===== src/rtl/kwan_sap_pkg.sv =====
// rtl/kwan_sap_pkg.sv - shared opcodes, micro-step encoding and control word for the kwan_sap core
package kwan_sap_pkg;

  localparam int NUM_T = 5;

  typedef enum logic [3:0] {
    OP_NOP = 4'h0,
    OP_LDA = 4'h1,
    OP_ADD = 4'h2,
    OP_SUB = 4'h3,
    OP_STA = 4'h4,
    OP_LDI = 4'h5,
    OP_JMP = 4'h6,
    OP_JC  = 4'h7,
    OP_JZ  = 4'h8,
    OP_OUT = 4'hE,
    OP_HLT = 4'hF
  } opcode_t;

  typedef enum logic [2:0] {
    T0 = 3'd0,
    T1 = 3'd1,
    T2 = 3'd2,
    T3 = 3'd3,
    T4 = 3'd4
  } tstate_t;

  typedef struct packed {
    logic mi;
    logic ri;
    logic ro;
    logic ii;
    logic io;
    logic ai;
    logic ao;
    logic bi;
    logic eo;
    logic su;
    logic fi;
    logic ci;
    logic co;
    logic j;
    logic jc;
    logic jz;
    logic oi;
    logic hlt;
    logic last;
  } ctrl_t;

endpackage


===== src/rtl/kwan_sap_ctrl.sv =====
// rtl/kwan_sap_ctrl.sv - microcode decoder: (opcode, micro-step) to control word
module kwan_sap_ctrl
  import kwan_sap_pkg::*;
(
  input  logic [3:0] opcode_i,
  input  tstate_t    tstate_i,
  output ctrl_t      ctrl_o
);

  always_comb begin
    ctrl_o = '0;
    case (tstate_i)
      T0: begin
        ctrl_o.co = 1'b1;
        ctrl_o.mi = 1'b1;
      end
      T1: begin
        ctrl_o.ro = 1'b1;
        ctrl_o.ii = 1'b1;
        ctrl_o.ci = 1'b1;
      end
      T2: begin
        case (opcode_i)
          OP_LDA, OP_ADD, OP_SUB, OP_STA: begin
            ctrl_o.io = 1'b1;
            ctrl_o.mi = 1'b1;
          end
          OP_LDI: begin
            ctrl_o.io   = 1'b1;
            ctrl_o.ai   = 1'b1;
            ctrl_o.last = 1'b1;
          end
          OP_JMP: begin
            ctrl_o.io   = 1'b1;
            ctrl_o.j    = 1'b1;
            ctrl_o.last = 1'b1;
          end
          OP_JC: begin
            ctrl_o.io   = 1'b1;
            ctrl_o.jc   = 1'b1;
            ctrl_o.last = 1'b1;
          end
          OP_JZ: begin
            ctrl_o.io   = 1'b1;
            ctrl_o.jz   = 1'b1;
            ctrl_o.last = 1'b1;
          end
          OP_OUT: begin
            ctrl_o.ao   = 1'b1;
            ctrl_o.oi   = 1'b1;
            ctrl_o.last = 1'b1;
          end
          OP_HLT: begin
            ctrl_o.hlt  = 1'b1;
            ctrl_o.last = 1'b1;
          end
          default: ctrl_o.last = 1'b1;
        endcase
      end
      T3: begin
        case (opcode_i)
          OP_LDA: begin
            ctrl_o.ro   = 1'b1;
            ctrl_o.ai   = 1'b1;
            ctrl_o.last = 1'b1;
          end
          OP_ADD, OP_SUB: begin
            ctrl_o.ro = 1'b1;
            ctrl_o.bi = 1'b1;
          end
          OP_STA: begin
            ctrl_o.ao   = 1'b1;
            ctrl_o.ri   = 1'b1;
            ctrl_o.last = 1'b1;
          end
          default: ctrl_o.last = 1'b1;
        endcase
      end
      T4: begin
        ctrl_o.eo   = 1'b1;
        ctrl_o.ai   = 1'b1;
        ctrl_o.fi   = 1'b1;
        ctrl_o.su   = (opcode_i == OP_SUB);
        ctrl_o.last = 1'b1;
      end
      default: ctrl_o.last = 1'b1;
    endcase
  end

endmodule


===== src/rtl/kwan_sap_core.sv =====
// rtl/kwan_sap_core.sv - self-sequencing accumulator CPU: PC, MAR, RAM, IR, A/B, ALU and loader port
module kwan_sap_core
  import kwan_sap_pkg::*;
#(
  parameter int BUS_SIZE = 8,
  parameter int ADR_SIZE = 4
) (
  input  logic                clk,
  input  logic                clr,
  input  logic                run,
  input  logic                ld_we,
  input  logic [ADR_SIZE-1:0] ld_addr,
  input  logic [BUS_SIZE-1:0] ld_data,
  output logic [BUS_SIZE-1:0] out_val,
  output logic                out_strobe,
  output logic                halted,
  output logic [BUS_SIZE-1:0] aval,
  output logic [BUS_SIZE-1:0] bval,
  output logic [BUS_SIZE-1:0] bus,
  output logic                cf,
  output logic                zf,
  output logic [ADR_SIZE-1:0] pc,
  output logic [2:0]          tstate
);

  localparam int DEPTH = 2 ** ADR_SIZE;
  localparam int PAD   = BUS_SIZE - ADR_SIZE;
  localparam logic [ADR_SIZE-1:0] PC_ONE = 1;

  logic [ADR_SIZE-1:0] pc_q, pc_d, mar_q, mar_d;
  logic [BUS_SIZE-1:0] ir_q, ir_d, a_q, a_d, b_q, b_d, out_q, out_d;
  logic                strobe_q, strobe_d, halted_q, halted_d;
  logic                cf_q, cf_d, zf_q, zf_d;
  tstate_t             tstate_q, tstate_d;

  logic [BUS_SIZE-1:0] mem_q [DEPTH];

  ctrl_t               ctrl_raw, ctrl;
  logic                advance;
  logic [BUS_SIZE-1:0] alu_b;
  logic [BUS_SIZE:0]   alu_sum;

  kwan_sap_ctrl u_ctrl (
    .opcode_i (ir_q[BUS_SIZE-1 -: 4]),
    .tstate_i (tstate_q),
    .ctrl_o   (ctrl_raw)
  );

  // A halted core drives nothing, so the bus and all enables go quiet.
  assign ctrl    = halted_q ? '0 : ctrl_raw;
  assign advance = run && !halted_q;

  // SUB is A + ~B + 1; the carry-in comes from the su bit itself.
  assign alu_b   = ctrl.su ? ~b_q : b_q;
  assign alu_sum = {1'b0, a_q} + {1'b0, alu_b} + {{BUS_SIZE{1'b0}}, ctrl.su};

  always_comb begin
    bus = '0;
    if (ctrl.co)      bus = {{PAD{1'b0}}, pc_q};
    else if (ctrl.ro) bus = mem_q[mar_q];
    else if (ctrl.io) bus = {{PAD{1'b0}}, ir_q[ADR_SIZE-1:0]};
    else if (ctrl.ao) bus = a_q;
    else if (ctrl.eo) bus = alu_sum[BUS_SIZE-1:0];
  end

  always_comb begin
    pc_d     = pc_q;
    mar_d    = mar_q;
    ir_d     = ir_q;
    a_d      = a_q;
    b_d      = b_q;
    out_d    = out_q;
    strobe_d = 1'b0;
    halted_d = halted_q;
    cf_d     = cf_q;
    zf_d     = zf_q;
    tstate_d = tstate_q;
    if (advance) begin
      if (ctrl.mi) mar_d = bus[ADR_SIZE-1:0];
      if (ctrl.ii) ir_d = bus;
      if (ctrl.ci) pc_d = pc_q + PC_ONE;
      if (ctrl.j || (ctrl.jc && cf_q) || (ctrl.jz && zf_q)) pc_d = bus[ADR_SIZE-1:0];
      if (ctrl.ai) a_d = bus;
      if (ctrl.bi) b_d = bus;
      if (ctrl.fi) begin
        cf_d = alu_sum[BUS_SIZE];
        zf_d = (alu_sum[BUS_SIZE-1:0] == '0);
      end
      if (ctrl.oi) begin
        out_d    = bus;
        strobe_d = 1'b1;
      end
      if (ctrl.hlt) halted_d = 1'b1;
      if (ctrl.last || int'(tstate_q) == NUM_T - 1) tstate_d = T0;
      else tstate_d = tstate_t'(tstate_q + 3'd1);
    end
  end

  always_ff @(posedge clk) begin
    if (clr) begin
      pc_q     <= '0;
      mar_q    <= '0;
      ir_q     <= '0;
      a_q      <= '0;
      b_q      <= '0;
      out_q    <= '0;
      strobe_q <= 1'b0;
      halted_q <= 1'b0;
      cf_q     <= 1'b0;
      zf_q     <= 1'b0;
      tstate_q <= T0;
    end else begin
      pc_q     <= pc_d;
      mar_q    <= mar_d;
      ir_q     <= ir_d;
      a_q      <= a_d;
      b_q      <= b_d;
      out_q    <= out_d;
      strobe_q <= strobe_d;
      halted_q <= halted_d;
      cf_q     <= cf_d;
      zf_q     <= zf_d;
      tstate_q <= tstate_d;
    end
  end

  // The loader owns RAM only while stopped; it is deliberately not blocked by clr.
  always_ff @(posedge clk) begin
    if (!run && ld_we) mem_q[ld_addr] <= ld_data;
    else if (advance && !clr && ctrl.ri) mem_q[mar_q] <= bus;
  end

  assign out_val    = out_q;
  assign out_strobe = strobe_q;
  assign halted     = halted_q;
  assign aval       = a_q;
  assign bval       = b_q;
  assign cf         = cf_q;
  assign zf         = zf_q;
  assign pc         = pc_q;
  assign tstate     = tstate_q;

endmodule


===== config.mk =====
export PLATFORM = sky130hd
export DESIGN_NAME = kwan_sap_core
export DESIGN_NICKNAME = d
export VERILOG_FILES = /design/src/rtl/kwan_sap_pkg.sv /design/src/rtl/kwan_sap_ctrl.sv /design/src/rtl/kwan_sap_core.sv
export SDC_FILE = /design/constraint.sdc
export NUM_CORES = 1
export LEC_CHECK = 0
export BUFFER_PORTS_ARGS = -buffer_cell sky130_fd_sc_hd__buf_2
export CORE_ASPECT_RATIO = 1.75
export CORE_MARGIN = 10
export CORE_UTILIZATION = 35
export CTS_CLUSTER_DIAMETER = 80
export CTS_CLUSTER_SIZE = 14
export DETAILED_ROUTE_END_ITERATION = 12
export GPL_ROUTABILITY_DRIVEN = 0
export HOLD_SLACK_MARGIN = 0.15
export PLACE_DENSITY = 0.63
export SYNTH_ARGS = -nofsm -noshare
export SYNTH_HDL_FRONTEND = slang
export SYNTH_SLANG_ARGS = --single-unit

===== constraint.sdc =====
create_clock -name clk -period 4.2 [get_ports clk]
set_input_delay 0.84 -clock clk [delete_from_list [all_inputs] [get_ports clk]]
set_output_delay 0.84 -clock clk [all_outputs]
set_load 0.05 [all_outputs]

==> run_results.csv <==
group,metric,value,unit
pwr,intPower,3.025,mW
pwr,combPwrFrac,0.112,
detailed_routing,vias_per_cell,5.523,
synthesis,synth_top_cell_area_share,0.4664,
critical_path,crit_required,3.36,ns
synthesis,synth_fp_nets,671,
timing,period_share,0.9735,
synthesis,synth_area_leaders,"edfxtp_1 (47%), dfxtp_1 (12%), mux4_2 (9.0%), nor2_1 (3.0%), nand2_1 (2.8%)",
synthesis,synthFlopType,"edfxtp_1",
layout,final_util,0.4302,
synthesis,synth_warnings,0,
synthesis,synthesis.area,0.008240,mm^2
synthesis,syn_inst,641,
critical_path,arrival,3.25,ns
timing,finalClockSkew,0.01330,ns
detailed_routing,wl_per_cell,22.22,um
clock_tree,clockBufferDepth,2,
floorplan,die_area,0.03032,mm^2
global_routing,grt_max_degree,52,
clock_tree,cts_tree,"built",
floorplan,ios,59,
critical_path,startpoint_type,"flop",
synthesis,synthMuxAreaShare,0.1114,
critical_path,worstSetupPathType,"reg -> out",
critical_path,rr_startpoint,"tstate[0]",
synthesis,synth_top_family_by_area,"simple AND/OR/NAND/NOR gates",
synthesis,syn_area_per_cell,12.86,um^2
clock_tree,clock_latency,0.45,ns
layout,antenna_cells,0,
outcome,status,"completed",
detailed_routing,drtAntennaViolNets,0,
floorplan,rows,74,
floorplan,die_x,136.0,um
layout,layout.nets,769,
clock_tree,root_buffer,"clkbuf_16",
synthesis,ys_async_sr_fraction,0,
detailed_routing,drt-initial-drc-count,435,
pwr,p_switching,1.011,mW
global_routing,grt_first_pass_wirelength,35730,um
pwr,p_total,4.036,mW
synthesis,synth_edf_count,128,
clock_tree,htree_levels,4,
floorplan,initial_utilization,0.3546,
critical_path,path_max_fanout,5,
placement,io_buffers,58,
clock_tree,cts_buffers,17,
timing,hold_slack,0.4556,ns
synthesis,synth-seq-cells,179,
floorplan,core_area,0.02324,mm^2
global_routing,grt_pass1_vias,6061,
layout,fill_cells,2096,
global_routing,antenna_found_initial,0,
timing,relSlewSlack,0.3771,
worst_hold_path,hold_start,"out_val[6]",
timing,fmax,244.6,MHz
flow_run,max_cap_viol_count,0,
synthesis,synth-seq-area-share,0.5903,
synthesis,yosys.area_share.simple,0.1224,
placement,place_hpwl,17400,um
layout,drive_gt1_frac,0.3005,
timing,fin_ws,0.1113,ns
timing,fin_tns_setup,0,ns
pwr,ir_worst_vdd,0.0002546,V
clock_tree,clock-sinks,179,
floorplan,die_y,223.0,um
layout,synthToLayoutAreaGrowth,21.32,%
detailed_routing,detail_route.first_pass.iterations,5,
pwr,seq_power_share,0.481,
synthesis,synth.most_common_cell,"edfxtp_1",
global_routing,overflow,0,
timing,slew_violations,0,
timing,fin_crit,4.089,ns
pwr,clkPwrFrac,0.406,
detailed_routing,vias,5832,
critical_path,critPathLaunch,"tstate[0]",
timing,tightest_slew,0.9343,ns
synthesis,synth-xor-area-share,0.01701,
synthesis,netlist_top_cells_count,"edfxtp_1 (128), nor2_1 (65), nand2_1 (61)",
pwr,power-per-cell-area,403.7,mW/mm^2
synthesis,yosysTopAreaCell,"edfxtp_1",
clock_tree,path_clk_slew,0.07,ns
timing,setup_viol,0,
placement,post-place-ws,0.1901,ns
pwr,sw_frac_of_total,0.2504,
detailed_routing,routed_wl,23460,um
synthesis,synthAdderAreaFrac,0.02217,
detailed_routing,drc,0,
synthesis,synthDistinctLibCells,79,
synthesis,synth_compound_area_frac,0.1086,
critical_path,cp-end-kind,"output port",
worst_hold_path,hold_path_class,"reg -> reg",
global_routing,grtUsageTotal,0.1573,
pwr,p_leak,3.484,nW
timing,hold_violations,0,
-- state kept, by name, indices dropped and copies added (netlist names), named ones only --
name,count
out_strobe,1
tstate,3
ir_q,8
cf,1
bval,8
halted,1
aval,8
zf,1
mar_q,4
out_val,8
mem_q,128
pc,4
-- through the flow --
stage,instances,instance area (um^2)
after floorplan,641,8257
after global placement,1019,9165
after detailed placement,1019,9165
after CTS,1051,9823
after global routing,1056,9997
final,1056,9997
-- timing repair --
action / in CTS / in global routing
endpoints found under the setup margin: 6 / 7
hold buffers: 0 / 0
pin swaps: 1 / 12
resized for setup: 15 / 28
buffers inserted: 0 / 5
-- cell type report --
type | instances | area, um^2 | share of cell area
clock buffers | 17 | 425.4 | 0.04255
well taps | 304 | 380.4 | 0.03805
clock inverters | 15 | 176.4 | 0.01765
flip-flops and latches | 179 | 4873 | 0.4875
repair buffers | 117 | 768.2 | 0.07685
inverters | 15 | 58.81 | 0.005882
multi-input cells | 409 | 3314 | 0.3315
-- final timing paths --
kind / end / slack, ns / depth (start not counted)
max: bus[6] / 0.11 / 15
min: out_val[6] / 0.46 / 2
max reg2reg: mem_q[3][3] / 0.64 / 13
min reg2reg: out_val[6] / 0.46 / 2
-- cell usage in the layout (no fill, tap or decap), types with 7 or more instances in the layout --
cell type and count:
buf_4 58, ha_1 10, o21ai_0 15, a21oi_1 32, mux2i_1 13, nor2_1 64
a211oi_1 11, clkbuf_16 17, inv_1 13, nor3_1 19, xnor2_1 10, mux4_2 33
buf_2 53, nor2b_1 7, nand2_1 59, nand3_1 11, dfxtp_1 48, edfxtp_1 128
-- critical path, cell delays in order (launching register included) --
cell and delay (ns):
dfxtp_4 0.37, inv_4 0.07, ha_4 0.13, and3b_2 0.25
nand2_4 0.11, buf_6 0.15, xnor2_2 0.12, ha_2 0.32
o21a_1 0.21, a21o_1 0.19, a21oi_2 0.18, xor2_2 0.11
o21ai_2 0.21, nand2_2 0.12, nor2_4 0.11, buf_8 0.15
-- per-layer routing --
| layer | up-vias | part of all wire | track usage | routed length, um |
|---|---|---|---|---|
| li1 | 2642 | - | - | - |
| met1 | 2903 | 0.33 | 0.1404 | 7650 |
| met2 | 209 | 0.56 | 0.2964 | 13150 |
| met3 | 78 | 0.042 | 0.02655 | 991 |
| met4 | 0 | 0.071 | 0.1252 | 1674 |
| met5 | - | 0 | 0 | 0 |
-- logic make-up (layout without fill, tap and decap cells) --
logic type                 count (synthesis)  after routing
adders and majority gates                 14             14
and+or+nand+nor                          207            207
muxes                                     50             50
DFF                                      179            179
buffers and inverters                     53            164
AOI/OAI and AO/OA                        122            122
xor gates and xnor gates                  16             16
-- power by group through the flow --
stage / sequential, mW / combinational (mW) / clock [mW]
2_1_floorplan: 1.98 / 0.289 / 0
3_3_place_gp: 1.98 / 0.436 / 0
3_5_place_dp: 1.98 / 0.438 / 0
4_1_cts: 1.94 / 0.444 / 1.66
5_1_grt: 1.95 / 0.484 / 1.73
6_report: 1.94 / 0.454 / 1.64
Power figures use the tool's default switching activity.
